**src/rtl/vga_text_ctrl.sv**
```systemverilog
// Text-mode VGA front end: 640x480@60 raster, 70x30 grid of 9x16 cells.
// A three-stage pipeline feeds the character renderer:
//   stage 0  raster counters and incremental cell counters
//   stage 1  text RAM address plus registered cell position
//   stage 2  character code and font coordinates, aligned with the RAM data
// hsync/vsync pass through one extra register so they line up with the
// renderer's own registered pixel output.
module vga_text_ctrl #(
  parameter int H_VIS     = 640,
  parameter int H_FP      = 16,
  parameter int H_SYNC    = 96,
  parameter int H_BP      = 48,
  parameter int V_VIS     = 480,
  parameter int V_FP      = 10,
  parameter int V_SYNC    = 2,
  parameter int V_BP      = 33,
  parameter int CELL_W    = 9,
  parameter int CELL_H    = 16,
  parameter int COLS      = 70,
  parameter int ROWS      = 30,
  parameter int BLINK_DIV = 12500000
) (
  input  logic        pclk,
  input  logic        rst,
  output logic [11:0] vram_addr,
  input  logic [7:0]  vram_data,
  input  logic        cursor_en,
  input  logic [6:0]  cur_col,
  input  logic [4:0]  cur_row,
  output logic [7:0]  char,
  output logic [3:0]  h_font,
  output logic [3:0]  v_font,
  output logic        c_valid,
  output logic        cursor,
  output logic [6:0]  h_cur,
  output logic [4:0]  v_cur,
  output logic        clk_1s,
  output logic        hsync,
  output logic        vsync,
  output logic        frame_start
);

  localparam int H_TOTAL  = H_VIS + H_FP + H_SYNC + H_BP;
  localparam int V_TOTAL  = V_VIS + V_FP + V_SYNC + V_BP;
  localparam int HCW      = $clog2(H_TOTAL);
  localparam int VCW      = $clog2(V_TOTAL);
  localparam int GRID_W   = COLS * CELL_W;
  localparam int GRID_H   = ROWS * CELL_H;
  localparam int HS_START = H_VIS + H_FP;
  localparam int HS_END   = H_VIS + H_FP + H_SYNC;
  localparam int VS_START = V_VIS + V_FP;
  localparam int VS_END   = V_VIS + V_FP + V_SYNC;
  localparam int BCW      = ($clog2(BLINK_DIV) < 1) ? 1 : $clog2(BLINK_DIV);

  // Stage 0 state
  logic [HCW-1:0] r_h_cnt;
  logic [VCW-1:0] r_v_cnt;
  logic [3:0]     r_hf;
  logic [6:0]     r_col;
  logic [3:0]     r_vf;
  logic [4:0]     r_row;
  logic [11:0]    r_row_base;

  // Stage 1 state
  logic [11:0]    r_vram_addr;
  logic [3:0]     r_hf_s1;
  logic [3:0]     r_vf_s1;
  logic [6:0]     r_col_s1;
  logic [4:0]     r_row_s1;
  logic           r_valid_s1;
  logic           r_fs_s1;

  // Stage 2 state (char-side outputs)
  logic [7:0]     r_char;
  logic [3:0]     r_h_font;
  logic [3:0]     r_v_font;
  logic [6:0]     r_h_cur;
  logic [4:0]     r_v_cur;
  logic           r_c_valid;
  logic           r_cursor;
  logic           r_frame_start;

  // Sync delay line, three registers deep
  logic           r_hs_s1, r_hs_s2, r_hs_s3;
  logic           r_vs_s1, r_vs_s2, r_vs_s3;

  // Blink divider
  logic [BCW-1:0] r_blink_cnt;
  logic           r_clk_1s;

  // Stage 0 decodes
  logic w_h_end, w_v_end, w_hf_end, w_vf_end;
  logic w_in_grid, w_hs_n, w_vs_n, w_origin, w_blink_end;

  // Wrap detection, grid membership and sync decode on the raw counters
  always_comb begin
    w_h_end     = (r_h_cnt == HCW'(H_TOTAL - 1));
    w_v_end     = (r_v_cnt == VCW'(V_TOTAL - 1));
    w_hf_end    = (r_hf == 4'(CELL_W - 1));
    w_vf_end    = (r_vf == 4'(CELL_H - 1));
    w_in_grid   = (r_h_cnt < HCW'(GRID_W)) && (r_v_cnt < VCW'(GRID_H));
    w_hs_n      = !((r_h_cnt >= HCW'(HS_START)) && (r_h_cnt < HCW'(HS_END)));
    w_vs_n      = !((r_v_cnt >= VCW'(VS_START)) && (r_v_cnt < VCW'(VS_END)));
    w_origin    = (r_h_cnt == '0) && (r_v_cnt == '0);
    w_blink_end = (r_blink_cnt == BCW'(BLINK_DIV - 1));
  end

  // Stage 0: raster position and incremental cell counters (no dividers)
  always_ff @(posedge pclk) begin
    if (rst) begin
      r_h_cnt    <= '0;
      r_v_cnt    <= '0;
      r_hf       <= '0;
      r_col      <= '0;
      r_vf       <= '0;
      r_row      <= '0;
      r_row_base <= '0;
    end else if (w_h_end) begin
      r_h_cnt <= '0;
      r_hf    <= '0;
      r_col   <= '0;
      if (w_v_end) begin
        r_v_cnt    <= '0;
        r_vf       <= '0;
        r_row      <= '0;
        r_row_base <= '0;
      end else begin
        r_v_cnt <= r_v_cnt + 1'b1;
        if (w_vf_end) begin
          r_vf       <= '0;
          r_row      <= r_row + 1'b1;
          r_row_base <= r_row_base + 12'(COLS);
        end else begin
          r_vf <= r_vf + 1'b1;
        end
      end
    end else begin
      r_h_cnt <= r_h_cnt + 1'b1;
      if (w_hf_end) begin
        r_hf  <= '0;
        r_col <= r_col + 1'b1;
      end else begin
        r_hf <= r_hf + 1'b1;
      end
    end
  end

  // Stage 1: issue the text RAM read and carry the cell position with it
  always_ff @(posedge pclk) begin
    if (rst) begin
      r_vram_addr <= '0;
      r_hf_s1     <= '0;
      r_vf_s1     <= '0;
      r_col_s1    <= '0;
      r_row_s1    <= '0;
      r_valid_s1  <= 1'b0;
      r_fs_s1     <= 1'b0;
    end else begin
      r_vram_addr <= r_row_base + {5'b0, r_col};
      r_hf_s1     <= r_hf;
      r_vf_s1     <= r_vf;
      r_col_s1    <= r_col;
      r_row_s1    <= r_row;
      r_valid_s1  <= w_in_grid;
      r_fs_s1     <= w_origin;
    end
  end

  // Stage 2: capture RAM data alongside the matching cell position
  always_ff @(posedge pclk) begin
    if (rst) begin
      r_char        <= '0;
      r_h_font      <= '0;
      r_v_font      <= '0;
      r_h_cur       <= '0;
      r_v_cur       <= '0;
      r_c_valid     <= 1'b0;
      r_cursor      <= 1'b0;
      r_frame_start <= 1'b0;
    end else begin
      r_char        <= vram_data;
      r_h_font      <= r_hf_s1;
      r_v_font      <= r_vf_s1;
      r_h_cur       <= r_col_s1;
      r_v_cur       <= r_row_s1;
      r_c_valid     <= r_valid_s1;
      // Out-of-range cursor coordinates never match a valid cell.
      r_cursor      <= cursor_en & r_valid_s1 & (r_col_s1 == cur_col) & (r_row_s1 == cur_row);
      r_frame_start <= r_fs_s1;
    end
  end

  // Sync delay line: one register beyond the char side for the renderer
  always_ff @(posedge pclk) begin
    if (rst) begin
      r_hs_s1 <= 1'b1;
      r_hs_s2 <= 1'b1;
      r_hs_s3 <= 1'b1;
      r_vs_s1 <= 1'b1;
      r_vs_s2 <= 1'b1;
      r_vs_s3 <= 1'b1;
    end else begin
      r_hs_s1 <= w_hs_n;
      r_hs_s2 <= r_hs_s1;
      r_hs_s3 <= r_hs_s2;
      r_vs_s1 <= w_vs_n;
      r_vs_s2 <= r_vs_s1;
      r_vs_s3 <= r_vs_s2;
    end
  end

  // Free-running blink divider, unrelated to the raster
  always_ff @(posedge pclk) begin
    if (rst) begin
      r_blink_cnt <= '0;
      r_clk_1s    <= 1'b0;
    end else if (w_blink_end) begin
      r_blink_cnt <= '0;
      r_clk_1s    <= ~r_clk_1s;
    end else begin
      r_blink_cnt <= r_blink_cnt + 1'b1;
    end
  end

  assign vram_addr   = r_vram_addr;
  assign char        = r_char;
  assign h_font      = r_h_font;
  assign v_font      = r_v_font;
  assign h_cur       = r_h_cur;
  assign v_cur       = r_v_cur;
  assign c_valid     = r_c_valid;
  assign cursor      = r_cursor;
  assign frame_start = r_frame_start;
  assign hsync       = r_hs_s3;
  assign vsync       = r_vs_s3;
  assign clk_1s      = r_clk_1s;

endmodule

```
**config.mk**
```make
export PLATFORM = sky130hd
export DESIGN_NAME = vga_text_ctrl
export DESIGN_NICKNAME = d
export VERILOG_FILES = /design/src/rtl/vga_text_ctrl.sv
export SDC_FILE = /design/constraint.sdc
export NUM_CORES = 1
export LEC_CHECK = 0
export CELL_PAD_IN_SITES_DETAIL_PLACEMENT = 1
export CELL_PAD_IN_SITES_GLOBAL_PLACEMENT = 2
export CORE_MARGIN = 10
export CORE_UTILIZATION = 42
export CTS_CLUSTER_DIAMETER = 80
export DETAILED_ROUTE_END_ITERATION = 8
export DONT_BUFFER_PORTS = 1
export GPL_TIMING_DRIVEN = 0
export HOLD_SLACK_MARGIN = 0.06
export PLACE_DENSITY = 0.84
export SYNTH_ARGS = -nofsm -noshare
export SYNTH_HDL_FRONTEND = slang
export SYNTH_SLANG_ARGS = --single-unit
```
**constraint.sdc**
```tcl
create_clock -name pclk -period 4.19 [get_ports pclk]
set_input_delay 0.419 -clock pclk [delete_from_list [all_inputs] [get_ports pclk]]
set_output_delay 0.419 -clock pclk [all_outputs]
set_load 0.005 [all_outputs]
```
After elaboration in Yosys (flattened, before gate mapping)
Cells that the tools add are included.

Bits in registers: 148. Latch bits: 0. Memory bits (writable): 0. Bits in read-only memories: 0. Input bits: 23. Output and inout port bits: 46. Word-level logic and storage cells: 76. Memories kept: 0.

Add/sub/neg operators: 9. $mul: 0. Divide/modulo/power cells: 0. Order comparisons: 6. Eq/ne operators: 7. Shift-type cells: 0. Mux-type cells: 7. Bitwise operators: 4. Reduce and logical (&&, ||, !) cells: 13.

Operators with widths (count): $add 24x1->24 const B (1); $eq 24x24->1 const B (1); $mux 12 (2); $add 10x1->10 const B (2); $eq 10x10->1 const B (2); $logic_not 10->1 (2); $lt 10x10->1 const B (2); $lt 10x9->1 const B (2); $add 12x7->12 (1); $add 12x7->12 const B (1); $ge 10x10->1 const B (1); $ge 10x9->1 const B (1); $mux 10 (1); $mux 5 (2); $add 4x1->4 const B (2); $eq 4x4->1 const B (2); $mux 4 (2); $add 7x1->7 const B (1); $eq 7x7->1 (1); $add 5x1->5 const B (1); $eq 5x5->1 (1); $logic_and 1x1->1 (4); $reduce_or 2->1 (2); $and 1x1->1 (3); other kinds (5) (6).

Logic depth before layout (Yosys ltp)
Word-level depth: 3. Depth in mapped cells: 8. Gate-level depth less buffers: 6.

Worst setup path before layout
Ideal clock, no wire load.

Path type: register -> register. From: register r_v_cnt[0]. To: register r_row_base[7]. Setup time: 0.071 ns. Arrival: 2.011 ns. Data required time: 4.119 ns. Path slack: 2.108 ns. Stages on the path, launching flop included: 8. Cell sequence: dfxtp_1 > inv_1 > ha_1 > or4b_1 > o31a_1 > buf_6 > or4_1 > a21oi_1.

Longest elaborated chain between the ends: 3. Elaborated cells between the ends (all ways): 4. Those cells by class: eq/ne: 1; mux: 1; reduce/logical: 2.

RTL lines: from (decl) (RTL line 57) `logic [VCW-1:0] r_v_cnt;`; from (signal assigned) (RTL line 128) `r_v_cnt <= r_v_cnt + 1'b1;`; $eq 10x10->1 * (RTL line 98) `w_v_end = (r_v_cnt == VCW'(V_TOTAL - 1));`; $reduce_bool 2->1 (no source line); $reduce_and 2->1 (no source line); to (signal assigned) (RTL line 132) `r_row_base <= r_row_base + 12'(COLS);`; to (decl) (RTL line 62) `logic [11:0] r_row_base;`.

Every way passes the cells marked *; elsewhere a longest branch is shown, timed or not. A chain may end at the register's enable or synchronous reset.

Final worst setup path
From: register r_blink_cnt[0]. To: register r_blink_cnt[21].

Longest elaborated chain between the ends: 2. Elaborated cells between the ends (all ways): 3. Those cells by class: add/sub: 1; eq/ne: 1; reduce/logical: 1.

RTL lines: from (decl) (RTL line 88) `logic [BCW-1:0] r_blink_cnt;`; from (signal assigned) (RTL line 221) `r_blink_cnt <= r_blink_cnt + 1'b1;`; branches (longest 2 deep; another with $add 24x1->24).

Parallel ways; which one is timed is not known.

==> metrics.txt <==
# TYPE chip_impl_metric gauge
chip_impl_metric{name="total_switching_power",unit="µW"} 684.3
chip_impl_metric{name="synth_top_area_frac",unit=""} 0.4845
chip_impl_metric{name="maxcap_violations",unit=""} 0
chip_impl_info{name="setup.worst_path.start",value="r_blink_cnt[0]"} 1
chip_impl_metric{name="detail_route.drc_violations",unit=""} 0
chip_impl_metric{name="grt_use_total",unit=""} 0.1589
chip_impl_metric{name="hold_violations",unit=""} 0
chip_impl_metric{name="detailedPlacementHpwl",unit="mm"} 11.25
chip_impl_metric{name="cp_data_arrival_time",unit="ns"} 2.92
chip_impl_metric{name="final-seq-area",unit="µm²"} 2923
chip_impl_metric{name="flop_pwr_share",unit=""} 0.452
chip_impl_metric{name="power.share.clock",unit=""} 0.525
chip_impl_metric{name="post_cts.resized_instances",unit=""} 0
chip_impl_metric{name="fp.dieArea",unit="µm²"} 19560
chip_impl_metric{name="tightest_slew",unit="ns"} 0.7998
chip_impl_info{name="synthFlopType",value="dfxtp_1"} 1
chip_impl_metric{name="netlist-cell-type-count",unit=""} 54
chip_impl_info{name="synth_common_cells",value="146 x dfxtp_1, 58 x nor2_1, 55 x nor2b_1"} 1
chip_impl_metric{name="design.portCount",unit=""} 69
chip_impl_metric{name="fin_crit_sh",unit=""} 0.6310
chip_impl_metric{name="detail_route.vias_per_cell",unit=""} 5.409
chip_impl_metric{name="finalWorstPathRequiredPeriod",unit="ns"} 2.644
chip_impl_metric{name="grt_start_max_net_pins",unit=""} 17
chip_impl_info{name="post-synth-top-count-cell",value="dfxtp_1"} 1
chip_impl_metric{name="ys_seq_elements",unit=""} 146
chip_impl_metric{name="floorplan.die.height",unit="µm"} 139.8
chip_impl_metric{name="post-route-worst-setup-slack",unit="ns"} 1.546
chip_impl_metric{name="pre_cts_slack",unit="ns"} 1.592
chip_impl_info{name="synth_area_leaders",value="dfxtp_1 48%, nor2b_1 5.7%, xnor2_1 4.6%"} 1
chip_impl_metric{name="layout.nets",unit=""} 706
chip_impl_info{name="ctsRootBufferMaster",value="clkbuf_16"} 1
chip_impl_metric{name="start_util",unit=""} 0.4312
chip_impl_metric{name="switching_part_of_the_total",unit=""} 0.2182
chip_impl_metric{name="postCtsSetupRepairBufs",unit=""} 0
chip_impl_info{name="hold_class",value="in2reg"} 1
chip_impl_info{name="setup.worst_path.start_class",value="flip-flop"} 1
chip_impl_metric{name="r2r_setup_slack",unit="ns"} 1.55
chip_impl_info{name="setup_repair_after_global_routing_missed_its_margin",value="false"} 1
chip_impl_metric{name="required",unit="ns"} 4.47
chip_impl_metric{name="antenna_violating_nets_post_route",unit=""} 0
chip_impl_metric{name="postSynthNetCount",unit=""} 687
chip_impl_metric{name="timing_max_transition_violations_final",unit=""} 0
chip_impl_metric{name="report.final.setup_viol",unit=""} 0
chip_impl_metric{name="worst_skew_pair.late_latency",unit="ns"} 0.43
chip_impl_metric{name="worst_clock_skew",unit="ns"} 0.007939
chip_impl_metric{name="antenna_violations_before_repair",unit=""} 0
chip_impl_metric{name="leakage",unit="µW"} 0.002487
chip_impl_metric{name="synthesis.area",unit="µm²"} 6032
chip_impl_metric{name="cts.clk_slew.worst_paths",unit="ns"} 0.06
chip_impl_metric{name="synth-edff-count",unit=""} 0
chip_impl_metric{name="max-slew-margin-rel",unit=""} 0.4643
chip_impl_metric{name="syn_avg_cell_area",unit="µm²"} 9.338
chip_impl_metric{name="multi_input_comb_area",unit="µm²"} 2912
chip_impl_info{name="timing.rr.start",value="r_blink_cnt[0]"} 1
chip_impl_metric{name="fmax",unit="MHz"} 378.3
chip_impl_metric{name="ctsLongestPathBuffers",unit=""} 2
chip_impl_metric{name="synthArstFlopShare",unit=""} 0
chip_impl_metric{name="finish.instance_area",unit="µm²"} 6902
chip_impl_metric{name="final.setup.tns",unit="ns"} 0
chip_impl_metric{name="vdd_ir_drop_max",unit="µV"} 263.6
chip_impl_metric{name="place.gp.congestion",unit=""} 0.8426
chip_impl_metric{name="power_per_cell_area",unit="nW/µm²"} 454.5
chip_impl_metric{name="synthCells",unit=""} 646
chip_impl_metric{name="fin_total_pwr",unit="µW"} 3137
chip_impl_metric{name="ys_seq_area_frac",unit=""} 0.4845
chip_impl_metric{name="route.final.wire_length",unit="mm"} 15.40
chip_impl_info{name="synth_area_leader_cell",value="dfxtp_1"} 1
chip_impl_metric{name="wl_per_cell",unit="µm"} 17.95
chip_impl_metric{name="rows",unit=""} 43
chip_impl_metric{name="grt_first_pass_wirelength",unit="mm"} 25.36
chip_impl_metric{name="yosysWarnings",unit=""} 0
chip_impl_metric{name="number_of_buffers_added_by_the_clock_tree_synthesis_step",unit=""} 17
chip_impl_metric{name="holdBufCountCts",unit=""} 0
chip_impl_metric{name="cell_depth_of_the_worst_hold_path",unit=""} 1
chip_impl_metric{name="place_area",unit="µm²"} 6257
chip_impl_metric{name="via_count_of_the_first_global_routing_pass",unit=""} 4885
chip_impl_info{name="critPathCaptureType",value="flip-flop"} 1
chip_impl_metric{name="fill_cells",unit=""} 1603
chip_impl_info{name="min_from",value="vram_data[4]"} 1
chip_impl_metric{name="maximum_fanout_along_the_worst_path",unit=""} 10
chip_impl_metric{name="power.share.combinational",unit=""} 0.023
chip_impl_info{name="tritoncts",value="done"} 1
chip_impl_metric{name="core",unit="µm²"} 13990
chip_impl_metric{name="r2r.worst_path.cells",unit=""} 7
chip_impl_metric{name="vias",unit=""} 4641
chip_impl_info{name="setup.worst_path.class",value="reg2reg"} 1
chip_impl_metric{name="p_int",unit="µW"} 2452
chip_impl_metric{name="detail_route.first_pass.iterations",unit=""} 4
chip_impl_metric{name="cts_htree_levels",unit=""} 4
chip_impl_metric{name="chipWidth",unit="µm"} 139.8
chip_impl_metric{name="layout-drive-gt1-share",unit=""} 0.07522
chip_impl_metric{name="io_buffers",unit=""} 0
chip_impl_metric{name="num_antenna_cells",unit=""} 0
chip_impl_info{name="result_of_the_run",value="finished clean"} 1
chip_impl_metric{name="drt_iter0_drc",unit=""} 216
chip_impl_metric{name="globalRouteOverflowTotal",unit=""} 0
chip_impl_metric{name="tritoncts_num_sinks",unit=""} 146
chip_impl_metric{name="flow.area_growth_from_synthesis",unit="%"} 14.42
## critical path, cell delays in order (launching register included)
cell      delay, ns
dfxtp_1        0.37
ha_1           0.23
and4_1         0.20
clkbuf_1       0.26
nand3_1        0.17
o31ai_1        0.67
clkbuf_1       0.48
a21oi_1        0.10
## cells in the final DEF, fill, tap and decap left out, types with 8 or more instances in the layout
| cell | n |
|---|---|
| inv_1 | 18 |
| o21ai_0 | 22 |
| nor3_1 | 14 |
| a21oi_1 | 26 |
| or2_2 | 8 |
| xnor2_1 | 32 |
| clkbuf_16 | 17 |
| nor2_1 | 58 |
| dfxtp_1 | 146 |
| clkbuf_1 | 26 |
| or4_1 | 17 |
| mux2i_1 | 9 |
| nor2b_1 | 55 |
| ha_1 | 17 |
| o31ai_1 | 22 |
| nand4_1 | 14 |
| and3_1 | 9 |
| nand2_1 | 29 |
| nand3_1 | 36 |
| xor2_1 | 16 |
| nor4_1 | 11 |
## sequential cells by signal, summed over array words and instances, names as in the netlist, 5 cells and up
register / flops
r_blink_cnt: 24
vram_addr: 12
r_row_base: 11
r_h_cnt: 10
r_v_cnt: 10
char: 8
h_cur: 7
r_col: 7
r_col_s1: 6
r_row: 5
r_row_s1: 5
v_cur: 5
## layout make-up
class	instances	area share
sequential	146	0.4235
tap	180	0.03263
inverter	18	0.009790
clock inverter	14	0.02973
multi-input combinational	451	0.4219
clock buffer	18	0.06363
buffer	31	0.01885
## through the flow
step                      hold slack (ns)  cells    util
after global routing               0.1090    858  0.4934
after floorplan                    0.3895    646       -
after detailed placement           0.3983    826  0.4473
final                              0.1211    858  0.4934
after global placement             0.4032    826  0.4473
after CTS                          0.1058    858  0.4934
## power groups by stage
| stage | logic [µW] | registers [µW] | clock network (µW) |
|---|---|---|---|
| 2_1_floorplan | 51.0 | 1450 | 0 |
| 4_1_cts | 74.6 | 1420 | 1670 |
| 3_5_place_dp | 74.1 | 1450 | 0 |
| 3_3_place_gp | 71.9 | 1450 | 0 |
| 5_1_grt | 83.1 | 1420 | 1730 |
| 6_report | 72.8 | 1420 | 1650 |
## path summary, 6_finish.rpt
| kind | end |
|---|---|
| worst max-delay path | r_blink_cnt[21] |
| worst min-delay path | char[4] |
| worst max register to register | r_blink_cnt[21] |
| worst min register to register | r_vs_s2 |
## metal layers
| metal | vias up | global-route usage | wire, µm |
|---|---|---|---|
| li1 | 2299 | - | - |
| met1 | 2231 | 0.1801 | 6922 |
| met2 | 95 | 0.2725 | 7508 |
| met3 | 16 | 0.05274 | 720 |
| met4 | 0 | 0.05489 | 247 |
| met5 | - | 0 | 0 |
## logic make-up after synthesis
logic type                 Yosys count  share of synthesized area
AOI/OAI and AO/OA                   92                    0.09583
buffers and inverters               49                    0.03277
and+or+nand+nor                    278                     0.2537
adders and majority gates           18                    0.03858
muxes                               14                    0.02427
DFF                                146                     0.4845
other                                1                  0.0006217
xor gates and xnor gates            48                    0.06969
Power figures use the tool's default switching activity.
